**config.mk**
```make
export PLATFORM = sky130hd
export DESIGN_NAME = xor_mix_pipe
export DESIGN_NICKNAME = d
export VERILOG_FILES = /design/src/rtl/xor_mix_pkg.sv /design/src/rtl/xor_mix_stage.sv /design/src/rtl/xor_mix_pipe.sv
export SDC_FILE = /design/constraint.sdc
export NUM_CORES = 1
export LEC_CHECK = 0
export CORE_AREA = 2 2 109 111
export DETAILED_ROUTE_END_ITERATION = 6
export DIE_AREA = 0 0 111 113
export GPL_TIMING_DRIVEN = 0
export PLACE_DENSITY = 0.73
export REMOVE_ABC_BUFFERS = 1
export SLEW_MARGIN = 25
export SYNTH_ARGS = -nofsm -noshare
export SYNTH_HDL_FRONTEND = slang
export SYNTH_SLANG_ARGS = --single-unit
```
**constraint.sdc**
```tcl
create_clock -name i_clk -period 1.15 [get_ports i_clk]
set_input_delay 0.23 -clock i_clk [delete_from_list [all_inputs] [get_ports i_clk]]
set_output_delay 0.23 -clock i_clk [all_outputs]
set_load 0.01 [all_outputs]
```
**src/rtl/xor_mix_pkg.sv**
```systemverilog
// Shared definitions for the xor_mix pipeline: operation encodings and the per-lane combiner.
package xor_mix_pkg;

  typedef enum logic [1:0] {
    OP_PASS = 2'b00,
    OP_XOR  = 2'b01,
    OP_XNOR = 2'b10,
    OP_KEY  = 2'b11
  } op_e;

  // Widest lane the combiner handles; narrower lanes are zero-extended and truncated back.
  localparam int unsigned MaxLaneW = 64;

  typedef logic [MaxLaneW-1:0] lane_t;

  function automatic lane_t mix_lane(op_e op, lane_t x, lane_t y, lane_t key);
    lane_t res;
    res = x;
    unique case (op)
      OP_PASS: res = x;
      OP_XOR:  res = x ^ y;
      OP_XNOR: res = x ^ ~y;
      OP_KEY:  res = x ^ key;
    endcase
    return res;
  endfunction

endpackage

```
**src/rtl/xor_mix_stage.sv**
```systemverilog
// One valid/data slot of the elastic pipeline; accepts whenever empty or draining downstream.
module xor_mix_stage
  import xor_mix_pkg::*;
#(
  parameter int unsigned DataW = 32
) (
  input  logic             i_clk,
  input  logic             i_rst_n,
  input  logic             i_valid,
  input  logic [DataW-1:0] i_data,
  input  logic             i_ready,
  output logic             o_ready,
  output logic             o_valid,
  output logic [DataW-1:0] o_data
);

  logic             r_valid;
  logic [DataW-1:0] r_data;
  logic             w_load;

  // An empty slot lets upstream advance even while downstream stalls.
  assign w_load  = !r_valid || i_ready;
  assign o_ready = w_load;
  assign o_valid = r_valid;
  assign o_data  = r_data;

  always_ff @(posedge i_clk or negedge i_rst_n) begin
    if (!i_rst_n) begin
      r_valid <= 1'b0;
      r_data  <= '0;
    end else if (w_load) begin
      r_valid <= i_valid;
      r_data  <= i_data;
    end
  end

endmodule

```
**src/rtl/xor_mix_pipe.sv**
```systemverilog
// Multi-lane XOR/XNOR/key mixer feeding a DEPTH-stage valid/ready pipeline with bubble collapsing.
module xor_mix_pipe
  import xor_mix_pkg::*;
#(
  parameter int unsigned WIDTH = 32,
  parameter int unsigned LANES = 1,
  parameter int unsigned DEPTH = 2
) (
  input  logic                   i_clk,
  input  logic                   i_rst_n,
  input  logic                   i_in_valid,
  output logic                   o_in_ready,
  input  logic [1:0]             i_op,
  input  logic [LANES*WIDTH-1:0] i_x,
  input  logic [LANES*WIDTH-1:0] i_y,
  input  logic                   i_key_we,
  input  logic [LANES*WIDTH-1:0] i_key_in,
  output logic                   o_out_valid,
  input  logic                   i_out_ready,
  output logic [LANES*WIDTH-1:0] o_dout,
  output logic                   o_busy
);

  localparam int unsigned DataW = LANES * WIDTH;

  logic [DataW-1:0] r_key;
  logic [DataW-1:0] w_mixed;
  logic [DEPTH:0]   w_valid;
  logic             w_ready [DEPTH+1];
  logic [DataW-1:0] w_data  [DEPTH+1];

  // Key load is independent of the handshake; a same-edge OP_KEY transaction sees the old key.
  always_ff @(posedge i_clk or negedge i_rst_n) begin
    if (!i_rst_n) begin
      r_key <= '0;
    end else if (i_key_we) begin
      r_key <= i_key_in;
    end
  end

  // WIDTH must not exceed MaxLaneW.
  for (genvar l = 0; l < LANES; l++) begin : g_lane
    assign w_mixed[l*WIDTH +: WIDTH] = WIDTH'(mix_lane(op_e'(i_op),
                                                       lane_t'(i_x[l*WIDTH +: WIDTH]),
                                                       lane_t'(i_y[l*WIDTH +: WIDTH]),
                                                       lane_t'(r_key[l*WIDTH +: WIDTH])));
  end

  assign w_valid[0]     = i_in_valid;
  assign w_data[0]      = w_mixed;
  assign w_ready[DEPTH] = i_out_ready;

  for (genvar s = 0; s < DEPTH; s++) begin : g_stage
    xor_mix_stage #(
      .DataW(DataW)
    ) u_stage (
      .i_clk   (i_clk),
      .i_rst_n (i_rst_n),
      .i_valid (w_valid[s]),
      .i_data  (w_data[s]),
      .i_ready (w_ready[s+1]),
      .o_ready (w_ready[s]),
      .o_valid (w_valid[s+1]),
      .o_data  (w_data[s+1])
    );
  end

  assign o_in_ready  = w_ready[0];
  assign o_out_valid = w_valid[DEPTH];
  assign o_dout      = w_data[DEPTH];
  assign o_busy      = |w_valid[DEPTH:1];

endmodule

```
==> flow_summary_export.csv <==
group,metric,value,unit
outcome,outcome,"finished with violations",
outcome,violations,"negative setup slack",
place,placed_area,6411,um2
grt,grt_pass1_wl,19260,um
finish,drive_above_1_share,47.76,%
floorplan,row_count,39,
finish,layout.nets,636,
timing,drv_slew,0,
finish,final_area,7254,um2
floorplan,die_height,113,um
power,p_clk_share,27.3,%
yosys,yosysUniqueCellTypes,16,
critical_path,slowest_delay,420,ps
power,netSwitchingPower,2.789,mW
power,p_comb_share,27.4,%
critical_path,path_delay_family,"flip-flops",
power,p_per_area,1365,nW/um2
yosys,synthesis.instances,388,
drt,drc,0,
place,gp_congestion,0.7100,
power,p_int,7.116,mW
floorplan,fp.dieArea,12540,um2
timing,rsz0062_at_grt,"true",
floorplan,core,11270,um2
timing,fin_crit_sh,118.4,%
timing,fmax,734.2,MHz
critical_path,r2r_slack,-210,ps
critical_path,r2r_cells,4,
critical_path,path_cells,"buf_4, nand2b_4, buf_12, mux2_2",
grt,overflow,0,
drt,firstDrtPassIters,4,
yosys,ys.flop_type,"dfrtp_1",
critical_path,worstPathArrival,1590,ps
clock_network,clk_latency,340,ps
drt,dr.first_iter.drc_count,125,
drt,wl,11780,um
hold_path,hp-class,"in2async",
floorplan,start_util,43.70,%
drt,route.detailed.wl_per_inst,17.35,um
critical_path,crit-reg2reg-launch,"g_stage[1].u_stage.o_valid",
critical_path,r2r-end,"g_stage[1].u_stage.o_data[23]",
timing,worst_pin_slew,435.0,ps
critical_path,path_class,"reg2reg",
drt,vias,3513,
yosys,synth-async-reset-ratio,100.0,%
floorplan,die_x,111,um
clock_network,cts_tree,"yes",
yosys,synth_top_area_share,49.78,%
critical_path,required,1380,ps
place,hpwl,7380,um
yosys,yosysMostFrequentCell,"dfrtp_1",
finish,final.fill_count,877,
finish,antenna_cells,0,
critical_path,slowest_stage,"dfrtp_1",
timing,relSlewSlack,71.00,%
critical_path,worst-path-max-fanout,15,
drt,viasPerCell,5.174,
grt,grt_max_degree,51,
critical_path,path_depth,4,
clock_network,cts_max_path_buffers,2,
yosys,ys_ff_latch,98,
yosys,synth-edff-count,0,
clock_network,cts_buffers,9,
clock_network,clk_pin_slew,60,ps
finish,layout.cells.non_filler,679,
yosys,yosys-top-cells-count,"dfrtp_1, mux2_2",
power,p_sw_share,28.16,%
timing,fin_skew,2.339,ps
yosys,netlist_top_cells_area,"dfrtp_1, mux2_2, mux2i_1",
critical_path,critPathLaunchType,"flip-flop",
yosys,yosysTopAreaCell,"dfrtp_1",
drt,postRouteAntennaNets,0,
critical_path,endpoint_kind,"flip-flop",
timing,finalHoldViolCount,0,
clock_network,cts-root-buf,"clkbuf_16",
power,seq_power_share,45.2,%
grt,antenna_found_initial,0,
clock_network,clock_sinks,98,
critical_path,cp_num_buf_inv,2,
grt,grt_usage,19.50,%
timing,post-route-min-period,1362,ps
place,post-place-cells,647,
power,irDropWorstVdd,1.347,mV
floorplan,design.portCount,138,
place,numPortBuffers,137,
yosys,synth_area,4926,um2
yosys,syn_area_per_cell,12.70,um2
finish,area_growth,47.27,%
grt,grt_pass1_vias,3816,
power,cellLeakagePower,2.999,nW
yosys,seq_area_frac_synth,49.78,%
timing,setup_violations,67,
yosys,synth_warnings,0,
clock_network,htreeDepth,3,
timing,setup_slack,-212.0,ps
run,drv_cap,0,
==> metal layers <==
metal | vias to the layer above | GRT usage, % | wire length (um)
li1 | 1653 | - | -
met1 | 1749 | 24.00 | 5089
met2 | 102 | 33.37 | 5861
met3 | 9 | 6.856 | 682
met4 | 0 | 4.250 | 150
met5 | - | 0 | 0
==> sequential cells by signal, indices dropped and copies added, names as in the netlist <==
register and cells:
r_key 32, g_stage.u_stage.o_valid 2, g_stage.u_stage.o_data 64
==> power groups by stage <==
stage	logic [mW]	clock network, mW	registers, mW
after floorplan	0.982	0	4.51
after global placement	2.39	0	4.39
after detailed placement	2.48	0	4.43
after CTS	2.57	2.79	4.43
after global routing	2.93	2.93	4.57
final	2.72	2.71	4.48
==> metrics by stage <==
step                      hold slack [ps]  worst slack, ps  utilization [%]  setup TNS (ps)  total power, mW
after CTS                           375.0           -200.4            62.25           -9118            9.790
after global routing                396.3           -244.5            64.36          -12980            10.42
after detailed placement            207.0           -997.9            56.88          -48130            6.911
after floorplan                    -65.59            -1007                -          -52870            5.490
after global placement              466.6            -3818            55.56         -533160            6.778
final                               387.8           -212.0            64.36          -10760            9.905
==> cells by family (layout without fill, tap and decap cells) <==
group / after synthesis / count (layout) / share of synthesized area [%]
mux: 128 / 128 / 28.45
compound gates: 64 / 64 / 8.636
xor+xnor: 32 / 32 / 5.690
flops: 98 / 98 / 49.78
buf+inv: 29 / 177 / 4.343
simple gates: 37 / 37 / 3.099
==> how the worst max path moves through the flow <==
stage,startpoint,endpoint,slack (ps)
global route,g_stage[1].u_stage.o_valid,o_in_ready,-240
floorplan,g_stage[1].u_stage.o_valid,g_stage[0].u_stage.o_data[0],-1010
detailed placement,i_out_ready,o_in_ready,-1000
finish,g_stage[1].u_stage.o_valid,g_stage[1].u_stage.o_data[23],-210
global placement,i_rst_n,r_key[8],-3820
CTS,g_stage[0].u_stage.o_valid,o_busy,-200
==> placed cells by master (no fill, tap or decap) <==
cell type         n
clkbuf_8          2
a21oi_2          25
buf_16           10
nand2b_4          2
nand3b_1          1
buf_2            34
xor2_1           32
buf_12            9
clkbuf_1          4
nand2b_1          1
clkbuf_16        10
o21ai_2          28
dfrtp_1          98
clkdlybuf4s50_1  94
nor2_4           31
buf_4             5
mux2i_1          32
o21ai_1           4
dlygate4sd2_1     4
buf_6             4
or2_4             1
mux2_2           86
nor2_2            1
dlygate4sd3_1     1
mux2_4            8
mux2_1            2
a21oi_1           7
==> timing repair <==
item,CTS,global route
endpoints found under the hold margin,49,0
pin swaps,7,1
resized for setup,223,46
setup endpoints to repair,101,73
hold buffers,1,0
gates cloned,7,1
buffers inserted,8,2
==> cell type report <==
type	instances	area (um2)	share of cell area, %
well taps	143	178.9	2.466
clock buffers	14	254.0	3.501
flip-flops and latches	98	2452	33.80
multi-input cells	261	2636	36.34
repair buffers	163	1733	23.89
Power figures use the tool's default switching activity.
